## config.mk

```make
export PLATFORM = sky130hd
export DESIGN_NAME = mod_updown_counter
export DESIGN_NICKNAME = d
export VERILOG_FILES = /design/src/rtl/counter_pkg.sv /design/src/rtl/count_next.sv /design/src/rtl/mod_updown_counter.sv
export SDC_FILE = /design/constraint.sdc
export NUM_CORES = 1
export LEC_CHECK = 0
export BUFFER_PORTS_ARGS = -buffer_cell sky130_fd_sc_hd__buf_4
export CORE_AREA = 2 2 39 41
export CTS_CLUSTER_SIZE = 12
export DETAILED_ROUTE_END_ITERATION = 16
export DIE_AREA = 0 0 41 43
export SLEW_MARGIN = 20
export SYNTH_ARGS = -nofsm -noshare
export SYNTH_HDL_FRONTEND = slang
export SYNTH_SLANG_ARGS = --single-unit
```

## constraint.sdc

```tcl
create_clock -name clock -period 2.4 [get_ports clock]
set_clock_uncertainty 0.2 [all_clocks]
set_input_delay 0.36 -clock clock [delete_from_list [all_inputs] [get_ports clock]]
set_output_delay 0.36 -clock clock [all_outputs]
set_load 0.02 [all_outputs]
```

## src/rtl/counter_pkg.sv

```systemverilog
// counter_pkg
// Shared types and helpers for the modulo-N up/down counter.
//   op_e     : operation selected on an edge (hold / clear / load / up / down)
//   bin2gray : binary to reflected Gray code, 32 bits wide (callers truncate)
//   maxv_of  : largest legal count for a given modulus; each module derives
//              its own MAXV localparam from it
package counter_pkg;

   typedef enum logic [2:0] {
      OP_HOLD,
      OP_CLEAR,
      OP_LOAD,
      OP_UP,
      OP_DOWN
   } op_e;

   function automatic logic [31:0] bin2gray(input logic [31:0] bin);
      return bin ^ (bin >> 1);
   endfunction

   function automatic longint maxv_of(input longint modulus);
      return modulus - 64'sd1;
   endfunction

endpackage

```

## src/rtl/count_next.sv

```systemverilog
// count_next
// Combinational next-state and wrap detection for the modulo-N counter.
// Parameters: WIDTH (count width), MODULUS (count range 0..MODULUS-1).
// Ports:
//   q          in  WIDTH  current registered count
//   enable     in  1      count enable
//   up         in  1      1 = up, 0 = down
//   load       in  1      parallel load request
//   load_value in  WIDTH  value to load (clamped to MODULUS-1)
//   clear      in  1      clear request (highest priority)
//   q_next     out WIDTH  count for the next edge
//   wrap_hit   out 1      this edge wraps the count
module count_next
   import counter_pkg::*;
#(
   parameter int     WIDTH   = 4,
   parameter longint MODULUS = 16
) (
   input  logic [WIDTH-1:0] q,
   input  logic             enable,
   input  logic             up,
   input  logic             load,
   input  logic [WIDTH-1:0] load_value,
   input  logic             clear,
   output logic [WIDTH-1:0] q_next,
   output logic             wrap_hit
);

   // With MODULUS = 2^WIDTH this is all ones, so the up wrap coincides with
   // natural rollover and no wider intermediate is required.
   localparam logic [WIDTH-1:0] MAXV = WIDTH'(maxv_of(MODULUS));

   op_e  op;
   logic at_max;
   logic at_zero;

   assign at_max  = (q == MAXV);
   assign at_zero = (q == '0);

   // Priority: clear > load > enable > hold.
   always_comb begin
      op = OP_HOLD;
      if (clear) begin
         op = OP_CLEAR;
      end else if (load) begin
         op = OP_LOAD;
      end else if (enable) begin
         op = up ? OP_UP : OP_DOWN;
      end
   end

   always_comb begin
      q_next   = q;
      wrap_hit = 1'b0;
      case (op)
         OP_CLEAR: q_next = '0;
         // Out-of-range loads clamp to the top of the range; a load is never a wrap.
         OP_LOAD:  q_next = (load_value > MAXV) ? MAXV : load_value;
         OP_UP: begin
            q_next   = at_max ? '0 : q + WIDTH'(1);
            wrap_hit = at_max;
         end
         OP_DOWN: begin
            q_next   = at_zero ? MAXV : q - WIDTH'(1);
            wrap_hit = at_zero;
         end
         default: q_next = q;
      endcase
   end

endmodule

```

## src/rtl/mod_updown_counter.sv

```systemverilog
// mod_updown_counter
// Synchronous modulo-N up/down counter with enable, parallel load (clamped),
// synchronous clear, cascadable terminal count and wrap/overflow flags.
// Optional feature macro: COUNTER_GRAY_OUT_EN adds a registered Gray output.
// Parameters: WIDTH (1..32), MODULUS (2..2^WIDTH), RESET_VALUE (< MODULUS).
// Ports:
//   clock      in  1      rising-edge clock
//   reset      in  1      asynchronous active-high reset
//   enable     in  1      count enable, also gates tc
//   up         in  1      1 = count up, 0 = count down
//   load       in  1      synchronous parallel load
//   load_value in  WIDTH  load data
//   clear      in  1      synchronous clear of q, wrap and overflow
//   q          out WIDTH  registered count
//   qb         out WIDTH  ~q
//   tc         out 1      combinational terminal count for cascading
//   wrap       out 1      one-cycle pulse while q shows the wrapped value
//   overflow   out 1      sticky wrap flag
//   gray       out WIDTH  registered Gray code of q (COUNTER_GRAY_OUT_EN only)
module mod_updown_counter
   import counter_pkg::*;
#(
   parameter int     WIDTH       = 4,
   parameter longint MODULUS     = 16,
   parameter longint RESET_VALUE = 0
) (
   input  logic             clock,
   input  logic             reset,
   input  logic             enable,
   input  logic             up,
   input  logic             load,
   input  logic [WIDTH-1:0] load_value,
   input  logic             clear,
   output logic [WIDTH-1:0] q,
   output logic [WIDTH-1:0] qb,
   output logic             tc,
   output logic             wrap,
   output logic             overflow
`ifdef COUNTER_GRAY_OUT_EN
   ,
   output logic [WIDTH-1:0] gray
`endif
);

   generate
      if (WIDTH < 1 || WIDTH > 32) begin : g_bad_width
         $error("mod_updown_counter: WIDTH must be 1..32");
      end
      if (MODULUS < longint'(2) || MODULUS > (longint'(1) << WIDTH)) begin : g_bad_modulus
         $error("mod_updown_counter: MODULUS must be 2..2^WIDTH");
      end
      if (RESET_VALUE < longint'(0) || RESET_VALUE >= MODULUS) begin : g_bad_reset
         $error("mod_updown_counter: RESET_VALUE must be below MODULUS");
      end
   endgenerate

   localparam logic [WIDTH-1:0] MAXV  = WIDTH'(maxv_of(MODULUS));
   localparam logic [WIDTH-1:0] RST_Q = WIDTH'(RESET_VALUE);

   logic [WIDTH-1:0] q_next;
   logic             wrap_hit;

   count_next #(
      .WIDTH   (WIDTH),
      .MODULUS (MODULUS)
   ) u_count_next (
      .q          (q),
      .enable     (enable),
      .up         (up),
      .load       (load),
      .load_value (load_value),
      .clear      (clear),
      .q_next     (q_next),
      .wrap_hit   (wrap_hit)
   );

   always_ff @(posedge clock or posedge reset) begin
      if (reset) begin
         q        <= RST_Q;
         wrap     <= 1'b0;
         overflow <= 1'b0;
      end else begin
         q    <= q_next;
         // wrap_hit is already low under clear, so the pulse clears with it.
         wrap <= wrap_hit;
         if (clear) begin
            overflow <= 1'b0;
         end else if (wrap_hit) begin
            overflow <= 1'b1;
         end
      end
   end

`ifdef COUNTER_GRAY_OUT_EN
   // Registered from the next count so it changes on the same edge as q,
   // giving a glitch-free bus for synchronisers in another clock domain.
   always_ff @(posedge clock or posedge reset) begin
      if (reset) begin
         gray <= WIDTH'(bin2gray(32'(RST_Q)));
      end else begin
         gray <= WIDTH'(bin2gray(32'(q_next)));
      end
   end
`endif

   assign qb = ~q;
   assign tc = enable & ((up & (q == MAXV)) | (~up & (q == '0)));

endmodule

```

; ---- Word level (Yosys, flattened, before mapping)
; Index checks and enable logic that the tools add are counted.
[word_totals]
register_bits = 6
inputBits = 10
out_inout_bits = 11
wordCells = 31
[op_classes]
add_sub_neg = 2
n_lt_le_gt_ge = 1
eq_ne = 5
muxes = 11
bitwise_logic = 6
reduce_logical = 3
[ops]
columns = operator, n
row1 = 4-bit one-hot mux with 4 select lines, 1
row2 = 3-bit 2-to-1 mux, 4
row3 = 4-bit 2-to-1 mux, 3
row4 = "3-bit by 2-bit equality test with 1-bit output, second input constant", 2
row5 = "4-bit by 1-bit adder with 4-bit output, second input constant", 1
row6 = "4-bit equality test, second input constant", 1
row7 = "4-bit > comparator, second input constant", 1
row8 = 4-bit zero test, 1
row9 = 4-bit NOT, 1
row10 = 4-bit nonzero test, 1
row11 = "4-bit by 1-bit subtractor with 4-bit output, second input constant", 1
row12 = 1-bit bitwise AND, 3
row13 = "3-bit by 1-bit equality test with 1-bit output, second input constant", 1
row14 = "3-bit equality test, second input constant", 1
row15 = 1-bit 2-to-1 mux, 2
row16 = 1-bit one-hot mux with 2 select lines, 1
row17 = 2-bit nonzero test, 1
row18 = 1-bit NOT, 1
row19 = 1-bit bitwise OR, 1

; ---- Longest topological paths before layout
[depth]
word_depth = 8
mapped_depth = 5
depth_no_buf = 5

; ---- Hierarchy
; Synthesis repeated with hierarchy kept, for this count alone.
[hier_totals]
cells_unflattened = 56
area_unflattened_um2 = 447.9
[by_module_without_submodules]
columns = mod, instances, cells_each, area_each_um2, seq_area_each_um2
row1 = count_next, 1, 38, 241.5, 0.0
row2 = mod_updown_counter, 1, 18, 206.4, 150.1

; ---- Worst setup path after synthesis
; No wires, ideal clock.
[synth_timing]
path_kind = flip-flop to output port
from = reg q[0]
to = out tc
arrival_ps = 1556
required_ps = 1840
setup_slack_ps = 284
stages_incl_launch_ff = 5
path_buffers = 0
cell_sequence = dfrtp_1 > inv_1 > ha_1 > nor4b_1 > o21a_1
[synth_between]
elab_chain_len = 4
elab_cells_between_ends = 6
classes_between = eq/ne (1) / bitwise (4) / reduce/logical (1)
[synth_lines]
columns = element, line
row1 = start: declaration, mod_updown_counter.sv:34  ; output logic [WIDTH-1:0] q,
row2 = start signal: assignment, mod_updown_counter.sv:83  ; q <= q_next;
row3 = 4-bit equality test or 4-bit zero test (tied branches), mod_updown_counter.sv:107  ; assign tc = enable & ((up & (q == MAXV)) | (~up & (q == '0)));
row4 = 1-bit bitwise AND, mod_updown_counter.sv:107
row5 = 1-bit bitwise OR (*), mod_updown_counter.sv:107
row6 = 1-bit bitwise AND (*), mod_updown_counter.sv:107
row7 = end: declaration, mod_updown_counter.sv:36  ; output logic tc,
; Every way passes the cells marked *; elsewhere a longest branch is shown, timed or not.

; ---- Final worst setup path
; Ends and elaborated chain as after synthesis.

==> impl_metrics.csv <==
group,metric,value,unit
job,maxCapViolCount,0,
grt,grt_max_degree,10,
placed_design,dp_cells,82,
floorplanning,die_y,43,um
clocking,clkTransAtPathRegs,0.04,ns
synth,synth-simple-area-share,0.201,
min_path,hp-class,"in2reg",
grt,grt_first_pass_wirelength,1780,um
timing,grt_setup_unrepaired,"no",
routing,route.met2.wl,522,um
clocking,clk_latency,0.24,ns
pwr,power_leakage,0.311,nW
grt,grt_antenna_before_repair,0,
layout,antenna_cells,0,
layout,layout-drive-gt1-share,0.400,
layout,instances_no_fill,86,
clocking,cts-root-buf,"clkbuf_4",
layout,area.growth.synth_to_final,43.2,%
setup_path,path_class,"reg2out",
synth,synth_top_area_cell,"dfrtp_1",
setup_path,startpoint_type,"flip-flop",
synth,syn_area_per_cell,9.36,um^2
synth,seq_area_frac_synth,0.334,
routing,via_count,436,
timing,timing.final.crit_share,0.901,
pwr,p_per_area,486,nW/um^2
routing,wl_per_cell,12.9,um
synth,synth_mux_area_frac,0.0334,
grt,grt.total_usage,0.149,
routing,wl,1110,um
routing,ant_nets,0,
synth,synth_top_area_frac,0.334,
synth,synth_fa_ha_area_frac,0.0557,
timing,fmax,462,MHz
grt,grt_pass1_vias,390,
setup_path,crit_path_end_kind,"output pin",
timing,hold_ws,0.127,ns
routing,drt-met1-wl,533,um
placed_design,place_congestion,0.761,
pwr,intPower,216,uW
clocking,cts_tree,"built",
placed_design,port_buffers,20,
pwr,pwr-share-comb,0.328,
grt,gr-total-overflow,0,
layout,regArea,150,um^2
setup_path,worstSetupStartpoint,"q[0]$_DFFE_PP0P_",
clocking,h-tree-depth,1,
synth,synth-compound-area-share,0.273,
setup_path,cp.required,1.84,ns
synth,yosys_warnings,0,
floorplanning,io_pins,21,
timing,final.setup.tns,0,ns
pwr,switchingPower,96.5,uW
routing,first_pass_iters,4,
synth,syn_nets,60,
synth,yosys-top-cells-area,"dfrtp_1 33%, ha_1 5.6%, inv_1 5.0%, nor3b_1 5.0%, a21oi_1 4.5%",
layout,multi_input_area,268,um^2
floorplanning,dieArea,1760,um^2
timing,final.min_clock_period,2.16,ns
placed_design,dp_hpwl,837,um
layout,nets,84,
timing,slew_headroom,0.659,
timing,finalHoldViolCount,0,
placed_design,placed_cell_area,604,um^2
pwr,p_seq_frac,0.384,
clocking,cts_buffer_depth,2,
routing,top_layer,"met3",
floorplanning,start_util,0.325,
timing,worstMarginPinSlew,0.510,ns
floorplanning,coreArea,1380,um^2
pwr,p_clk_frac,0.289,
min_path,hp-start,"clear",
routing,drcViolationCount,0,
timing,maxSlewViolCount,0,
synth,syn_area,449,um^2
layout,design_area,643,um^2
floorplanning,rows,14,
clocking,cts_sinks,6,
clocking,cts_setup_buffers,0,
synth,syn_inst,48,
synth,synth_top_family_by_area,"compound AO/OA/AOI/OAI gates",
synth,synth_cell_type_count,27,
pwr,sw_frac_of_total,0.309,
outcome,status,"complete, no violations",
layout,fillerInstances,140,
timing,setup_viol,0,
setup_path,worstPathMaxFanout,8,
routing,via_per_inst,5.07,
pwr,ir_drop,0.263,mV
setup_path,r2r_start,"q[0]$_DFFE_PP0P_",
floorplanning,fp.dieW,41,um
routing,drt_iter0_markers,3,
synth,ys_seq_elements,6,
setup_path,crit_arrival,1.60,ns
synth,synth_xor_xnor_area_share,0.0195,
routing,route.met3.wl,50,um
clocking,cts_buffers,3,
kinds of logic after synthesis:
| group | after synthesis |
|---|---|
| fa+ha+maj | 2 |
| xor+xnor | 1 |
| mux | 1 |
| simple gates | 13 |
| flops | 6 |
| compound gates | 17 |
| buf+inv | 8 |
per-stage QoR:
step           power (mW)   util  setup WS (ns)
6_report            0.313  0.465          0.237
5_1_grt             0.338  0.465          0.129
4_1_cts             0.317  0.460         0.0665
3_5_place_dp        0.222  0.437          0.342
3_3_place_gp        0.223  0.437          0.362
2_1_floorplan       0.180      -          0.284
routing by layer:
layer,up-vias,global-route usage
met2,12,0.200
met5,-,0
met1,203,0.216
met4,0,0.0800
li1,221,-
met3,0,0.0314
cell type report:
| cell class | instances | area share |
|---|---|---|
| inverters | 6 | 0.0350 |
| well taps | 16 | 0.0311 |
| clock buffers | 3 | 0.0350 |
| flip-flops and latches | 6 | 0.233 |
| repair buffers | 21 | 0.249 |
| multi-input cells | 34 | 0.416 |
synthesized netlist by cell type:
cell type,count
a31o_2,1
o21ai_0,1
o21bai_1,1
dfrtp_1,6
a21oi_1,4
o21a_1,2
nor4b_1,1
o311a_1,1
nand2_1,2
nor3_1,1
a31oi_1,1
nor2b_1,2
inv_1,6
ha_1,2
a211oi_1,1
buf_6,1
nand2b_1,2
nor3b_1,3
and3_4,1
and4_2,1
o31a_1,1
clkbuf_1,1
o2111ai_1,1
xnor2_1,1
mux2_4,1
o221ai_1,2
a21o_1,1
registers in the layout, indices dropped and copies added (netlist names):
| register | flops |
|---|---|
| q | 4 |
| overflow | 1 |
| wrap | 1 |
layout by cell type (no fill, tap or decap):
cell,n
nor2b_1,2
a21o_1,1
dlygate4sd3_1,1
and4_2,1
o21ai_0,1
clkbuf_4,3
a31oi_1,1
nand2_1,2
o221ai_1,2
buf_4,20
ha_1,2
dfrtp_1,6
a211oi_1,1
xnor2_1,1
o311a_1,1
nand2b_1,2
nor3_1,1
a31o_2,1
o2111ai_1,1
inv_1,6
and3_4,1
nor4b_2,1
a21oi_1,4
o21bai_1,1
mux2_4,1
o31a_1,1
o21a_1,2
nor3b_1,3
power by group through the flow:
stage               sequential, mW  combinational, mW  clock [mW]
finish                       0.120              0.102      0.0903
global route                 0.122              0.110       0.106
CTS                          0.120              0.102      0.0947
detailed placement           0.121              0.101           0
global placement             0.121              0.102           0
floorplan                    0.126             0.0540           0
timing repair:
| item | 4_1_cts | 5_1_grt |
|---|---|---|
| hold buffers | 1 | 0 |
| endpoints found under the setup margin | 0 | 1 |
| gates resized for setup | 0 | 1 |
| endpoints found under the hold margin | 6 | 0 |
worst paths after layout:
check	depth (start not counted)	slack, ns	end
max in group asynchronous	3	1.42	q[1]$_DFFE_PP0P_
max reg2reg	5	0.53	q[2]$_DFFE_PP0P_
min in group asynchronous	3	0.40	wrap$_DFF_PP0_
max	5	0.24	tc
min	2	0.13	q[1]$_DFFE_PP0P_
min reg2reg	1	0.28	overflow$_DFFE_PP0P_
critical path, cell delays in order (launching register included):
cell and delay [ns]:
dfrtp_1 0.46, inv_1 0.13, ha_1 0.19, nor4b_2 0.30, o21a_1 0.15, buf_4 0.13
Note: power is estimated with default switching activity, not from simulation.
